## config.mk

```make
export PLATFORM = sky130hd
export DESIGN_NAME = md5_msg_packer_flat
export DESIGN_NICKNAME = d
export VERILOG_FILES = /design/src/rtl/md5_msg_packer_if.sv /design/src/rtl/md5_msg_packer.sv /design/src/flat_wrapper.sv
export SDC_FILE = /design/constraint.sdc
export NUM_CORES = 1
export LEC_CHECK = 0
export BUFFER_PORTS_ARGS = -buffer_cell sky130_fd_sc_hd__buf_2
export CORE_UTILIZATION = 30
export CTS_BUF_LIST = sky130_fd_sc_hd__clkbuf_8
export DETAILED_ROUTE_END_ITERATION = 16
export HOLD_SLACK_MARGIN = 0.02
export PLACE_DENSITY = 0.51
export SLEW_MARGIN = 20
export SYNTH_ARGS = -nofsm -noshare
export SYNTH_HDL_FRONTEND = slang
export SYNTH_SLANG_ARGS = --single-unit
```

## constraint.sdc

```tcl
create_clock -name clk -period 8.6 [get_ports clk]
set_input_delay 1.72 -clock clk [delete_from_list [all_inputs] [get_ports clk]]
set_output_delay 1.72 -clock clk [all_outputs]
set_load 0.02 [all_outputs]
```

## src/rtl/md5_msg_packer_if.sv

```systemverilog
// rtl/md5_msg_packer_if.sv - byte-stream input and padded-block output handshakes of the MD5 packer
interface md5_msg_packer_if;
  logic [7:0]   in_data;
  logic         in_valid;
  logic         in_last;
  logic         in_empty;
  logic         in_ready;
  logic [511:0] blk_data;
  logic         blk_valid;
  logic         blk_ready;
  logic [5:0]   blk_len;
  logic         ovf_err;

  modport master (
    output in_data, in_valid, in_last, in_empty, blk_ready,
    input  in_ready, blk_data, blk_valid, blk_len, ovf_err
  );

  modport slave (
    input  in_data, in_valid, in_last, in_empty, blk_ready,
    output in_ready, blk_data, blk_valid, blk_len, ovf_err
  );
endinterface

```

## src/rtl/md5_msg_packer.sv

```systemverilog
// rtl/md5_msg_packer.sv - collects a short message byte stream into one padded 512-bit MD5 block
module md5_msg_packer #(
  parameter int MAX_BYTES = 55
) (
  input  logic           clk,
  input  logic           rst,
  md5_msg_packer_if.slave bus
);

  if (MAX_BYTES < 1 || MAX_BYTES > 55) begin : g_bad_max_bytes
    $error("md5_msg_packer: MAX_BYTES must be within 1..55");
  end

  localparam logic [5:0] MAX_CNT = 6'(MAX_BYTES);

  typedef enum logic [1:0] {
    COLLECT = 2'd0,
    PAD     = 2'd1,
    HOLD    = 2'd2,
    DRAIN   = 2'd3
  } state_t;

  state_t       state_q, state_d;
  logic [5:0]   count_q;
  logic [511:0] blk_data_q;
  logic [511:0] padded;
  logic [5:0]   blk_len_q;
  logic         ovf_q;
  logic         beat;
  logic         has_byte;
  logic         overflow;
  logic [8:0]   wr_lsb;

  assign beat     = bus.in_valid && bus.in_ready;
  assign has_byte = !(bus.in_last && bus.in_empty);
  assign overflow = has_byte && (count_q == MAX_CNT);
  assign wr_lsb   = 9'd504 - {count_q, 3'b000};

  always_ff @(posedge clk or negedge rst) begin
    if (!rst) begin
      state_q <= COLLECT;
    end else begin
      state_q <= state_d;
    end
  end

  always_comb begin
    state_d = state_q;
    case (state_q)
      COLLECT: begin
        if (beat) begin
          if (overflow) begin
            state_d = bus.in_last ? COLLECT : DRAIN;
          end else if (bus.in_last) begin
            state_d = PAD;
          end
        end
      end
      PAD:     state_d = HOLD;
      HOLD:    if (bus.blk_ready) state_d = COLLECT;
      DRAIN:   if (beat && bus.in_last) state_d = COLLECT;
      default: state_d = COLLECT;
    endcase
  end

  // Every byte from count upward is rewritten, so nothing from an earlier message survives.
  always_comb begin
    padded = blk_data_q;
    for (int i = 0; i < 56; i++) begin
      if (6'(i) == count_q) begin
        padded[511 - 8*i -: 8] = 8'h80;
      end else if (6'(i) > count_q) begin
        padded[511 - 8*i -: 8] = 8'h00;
      end
    end
    // Bit length is count*8, up to 9 bits: byte 56 holds the low eight, byte 57 holds bit 8.
    padded[63:56] = {count_q[4:0], 3'b000};
    padded[55:48] = {7'b0000000, count_q[5]};
    padded[47:0]  = '0;
  end

  always_ff @(posedge clk or negedge rst) begin
    if (!rst) begin
      count_q    <= '0;
      blk_data_q <= '0;
      blk_len_q  <= '0;
      ovf_q      <= 1'b0;
    end else begin
      ovf_q <= 1'b0;
      case (state_q)
        COLLECT: begin
          if (beat && has_byte) begin
            if (overflow) begin
              if (bus.in_last) begin
                ovf_q   <= 1'b1;
                count_q <= '0;
              end
            end else begin
              blk_data_q[wr_lsb +: 8] <= bus.in_data;
              count_q                 <= count_q + 6'd1;
            end
          end
        end
        PAD: begin
          blk_data_q <= padded;
          blk_len_q  <= count_q;
        end
        HOLD: begin
          if (bus.blk_ready) count_q <= '0;
        end
        DRAIN: begin
          if (beat && bus.in_last) begin
            ovf_q   <= 1'b1;
            count_q <= '0;
          end
        end
        default: count_q <= '0;
      endcase
    end
  end

  assign bus.in_ready  = (state_q == COLLECT) || (state_q == DRAIN);
  assign bus.blk_valid = (state_q == HOLD);
  assign bus.blk_data  = blk_data_q;
  assign bus.blk_len   = blk_len_q;
  assign bus.ovf_err   = ovf_q;

endmodule

```

## src/flat_wrapper.sv

```systemverilog
// flat-port wrapper written by rule: the top's interface ports become plain ports
module md5_msg_packer_flat 
#(
  parameter int MAX_BYTES = 55
)
  (clk, rst, bus_in_data, bus_in_valid, bus_in_last, bus_in_empty, bus_blk_ready, bus_in_ready, bus_blk_data, bus_blk_valid, bus_blk_len, bus_ovf_err);
  md5_msg_packer_if bus_i ();
  input  logic clk;
  input  logic rst;
  input wire logic [$bits(bus_i.in_data)-1:0] bus_in_data;
  input wire logic [$bits(bus_i.in_valid)-1:0] bus_in_valid;
  input wire logic [$bits(bus_i.in_last)-1:0] bus_in_last;
  input wire logic [$bits(bus_i.in_empty)-1:0] bus_in_empty;
  input wire logic [$bits(bus_i.blk_ready)-1:0] bus_blk_ready;
  output wire logic [$bits(bus_i.in_ready)-1:0] bus_in_ready;
  output wire logic [$bits(bus_i.blk_data)-1:0] bus_blk_data;
  output wire logic [$bits(bus_i.blk_valid)-1:0] bus_blk_valid;
  output wire logic [$bits(bus_i.blk_len)-1:0] bus_blk_len;
  output wire logic [$bits(bus_i.ovf_err)-1:0] bus_ovf_err;
  assign bus_i.in_data = bus_in_data;
  assign bus_i.in_valid = bus_in_valid;
  assign bus_i.in_last = bus_in_last;
  assign bus_i.in_empty = bus_in_empty;
  assign bus_i.blk_ready = bus_blk_ready;
  assign bus_in_ready = bus_i.in_ready;
  assign bus_blk_data = bus_i.blk_data;
  assign bus_blk_valid = bus_i.blk_valid;
  assign bus_blk_len = bus_i.blk_len;
  assign bus_ovf_err = bus_i.ovf_err;
  md5_msg_packer #(.MAX_BYTES(MAX_BYTES)) u_core (.clk(clk), .rst(rst), .bus(bus_i));
endmodule
```

==> impl_metrics.yaml <==
setup_path:
  cp_max_fo: 50
  cp-end-kind: "flop"
  cp.arrival_ns: 4.97
  critPathKind: "reg -> reg"
  critical_path.top_delay_family: "compound AO/OA/AOI/OAI gates"
  r2r_slack_ns: 4.17
  rr_endpoint: "u_core.bus.blk_data[295]"
  cp_cell_sequence: "nand4b_1 -> nor2_1 -> o22a_4 -> buf_4 -> nor3_2 -> a31oi_1 -> a22oi_1"
  regToRegStartpoint: "u_core.count_q[4]"
  critPathSlowestCell: "dfrtp_1"
  crit_required_ns: 9.14
  r2r_cells: 7
  critPathBufInv: 1
  critPathLaunchType: "flop"
  slowest_delay_ns: 0.96
timing:
  maxSlewHeadroom: 0.141
  final.setup.tns_ns: 0
  final.setup_skew_ns: 0.0321
  fmax_mhz: 226
  hold_violations: 0
  setup-violations-final: 0
  fin_crit_ns: 4.43
  timing.final.crit_share: 0.515
  tightestPinTransition_ns: 1.28
  rsz0062_at_grt: "no"
  report.final.slew_viol_count: 0
route:
  wl_per_cell_um: 29.0
  vias: 20651
  final_antenna_net_count: 0
  wl_mm: 106
  drt_pass1_iterations: 6
  drcViolationCount: 0
  drt_iter0_drc: 2040
  detail_route.vias_per_cell: 5.67
run:
  drv_cap: 0
cts:
  clockBufferDepth: 3
  worstSkewPairLatency_ns: 0.71
  cts_setup_buffers: 0
  cts_resized: 0
  clock_sinks: 527
  cts_tree: "built"
  cts-root-buf: "clkbuf_8"
  htree_levels: 3
  cts_buffers: 95
  hold_buffers: 0
  clkTransAtPathRegs_ns: 0.06
synthesis:
  yosysSeqAreaShare: 0.571
  postSynth.asyncResetShare: 1.00
  synth_edf_count: 0
  synth_cells: 2010
  ys.flop_type: "dfrtp_1"
  ys_seq_elements: 527
  yosys_warnings: 0
  ys_top_cells_by_count: "dfrtp_1, a22o_1, nand2_1"
  ys_types: 93
  yosys.area.top_type: "dfrtp_1"
  synth_top_area_share: 0.571
  synthesis.nets: 2034
  synth.most_common_cell: "dfrtp_1"
  synth.area.top_cells: "dfrtp_1, a22o_1, o2bb2ai_1, nand2_1, mux2_2"
  synth_area_um2: 23100
  syn_avg_cell_area_um2: 11.5
run_status:
  outcome: "completed"
floorplan:
  top_level_ports: 535
  die_height_um: 279
  dieArea_um2: 78100
  rows: 101
  core_area_um2: 76100
  dieWidth_um: 279
  initial_core_util: 0.303
hold_path:
  hp-class: "reg -> reg"
  hold_depth: 1
  min_to: "u_core.bus.blk_data[175]"
  min-delay-start: "u_core.bus.blk_data[175]"
finish:
  drive_above_1_share: 0.323
  final_util: 0.381
  area_growth_pct: 25.6
  fillers: 7576
  final_nets: 2559
place:
  place_hpwl_mm: 75.0
  io_buffers: 534
  routabilityCongestion: 0.968
global_route:
  grt_antenna_before_repair: 1
  grt_usage: 0.264
  overflow: 0
  grt_max_degree: 156
  grt_pass1_vias: 20608
  grt_pass1_wl_mm: 151
power:
  leakagePower_nw: 14.2
  ir_drop_uv: 167
  p_per_area_nw_per_um2: 336
[layout by cell type (no fill, tap or decap), types with 11 or more instances in the layout]
master,count
a21oi_1,38
a221o_1,33
a22o_1,212
a22oi_1,12
a31oi_1,11
a32o_1,17
buf_2,533
buf_4,31
clkbuf_8,132
dfrtp_1,527
inv_1,58
mux2_2,65
nand2_1,196
nand3_1,31
nand4_1,17
nor2_1,94
nor2b_1,13
nor3_1,36
nor3b_1,28
o21ai_0,106
o21ai_1,24
o22ai_1,30
o2bb2ai_1,112
o31ai_1,19
or3_1,16
[worst reg2reg max path, cell delays in order (launching register included)]
cell and delay, ns:
dfrtp_1 0.96, nand4b_1 0.42, nor2_1 0.70, o22a_4 0.54
buf_4 0.59, nor3_2 0.25, a31oi_1 0.64, a22oi_1 0.19
[metal layers]
| metal | global-route usage | part of all wire | vias to the layer above |
|---|---|---|---|
| met3 | 0.0694 | 0.086 | 253 |
| li1 | - | - | 8702 |
| met2 | 0.419 | 0.46 | 1058 |
| met4 | 0.109 | 0.044 | 2 |
| met5 | 0 | 0.00012 | - |
| met1 | 0.342 | 0.41 | 10636 |
[kinds of logic (layout without fill, tap and decap cells)]
group,after synthesis,count (layout),synth area share
AND/OR/NAND/NOR,504,504,0.108
other,0,2,0
XOR/XNOR,8,8,0.00369
buffers and inverters,171,774,0.0311
adder cells (fa/ha/maj),10,10,0.00542
AO/OA/AOI/OAI,713,713,0.243
multiplexers,77,77,0.0371
flip-flops,527,527,0.571
[stage by stage]
step	std cells	power, W	setup slack, ns	hold WS, ns	instance area, um2
after global routing	3643	0.0102	3.89	0.494	29000
final	3645	0.00974	4.17	0.478	29000
after CTS	3642	0.00974	3.83	0.477	28900
after detailed placement	3467	0.00711	3.83	0.465	26800
after floorplan	2010	0.00548	5.09	0.582	23100
after global placement	3467	0.00708	3.84	0.462	26800
[how the worst max path moves through the flow]
| stage | from | endpoint | slack (ns) | cells after the start |
|---|---|---|---|---|
| floorplan | bus_in_valid | u_core.bus.blk_data[71] | 5.09 | 7 |
| global placement | u_core.count_q[1] | u_core.bus.blk_data[98] | 3.84 | 8 |
| detailed placement | u_core.count_q[1] | u_core.bus.blk_data[102] | 3.83 | 8 |
| CTS | u_core.count_q[1] | u_core.bus.blk_data[101] | 3.83 | 8 |
| global route | u_core.count_q[4] | u_core.bus.blk_data[295] | 3.89 | 7 |
| finish | u_core.count_q[4] | u_core.bus.blk_data[295] | 4.17 | 7 |
[registers in the layout (all words and copies together) (netlist names)]
| signal | flops |
|---|---|
| u_core.bus.blk_len | 6 |
| u_core.bus.blk_data | 512 |
| u_core.state_q | 2 |
| u_core.count_q | 6 |
| u_core.bus.ovf_err | 1 |
[power breakdown]
| part | internal [W] | switching, W |
|---|---|---|
| clock network | 0.00148 | 0.00112 |
| logic | 0.00104 | 0.00300 |
| registers | 0.00286 | 0.000241 |
| total | 0.00538 | 0.00436 |
[final cells by class]
cell class                 count  area (um2)  share of cell area
clock buffer                 132        1820              0.0627
inverter                      30         113             0.00388
multi-input combinational   1312        9290               0.320
antenna                        2        5.00            0.000173
timing repair buffer         569        3000               0.104
tap                         1030        1290              0.0445
clock inverter                43         292              0.0101
sequential                   527       13200               0.455
Power figures use the tool's default switching activity.
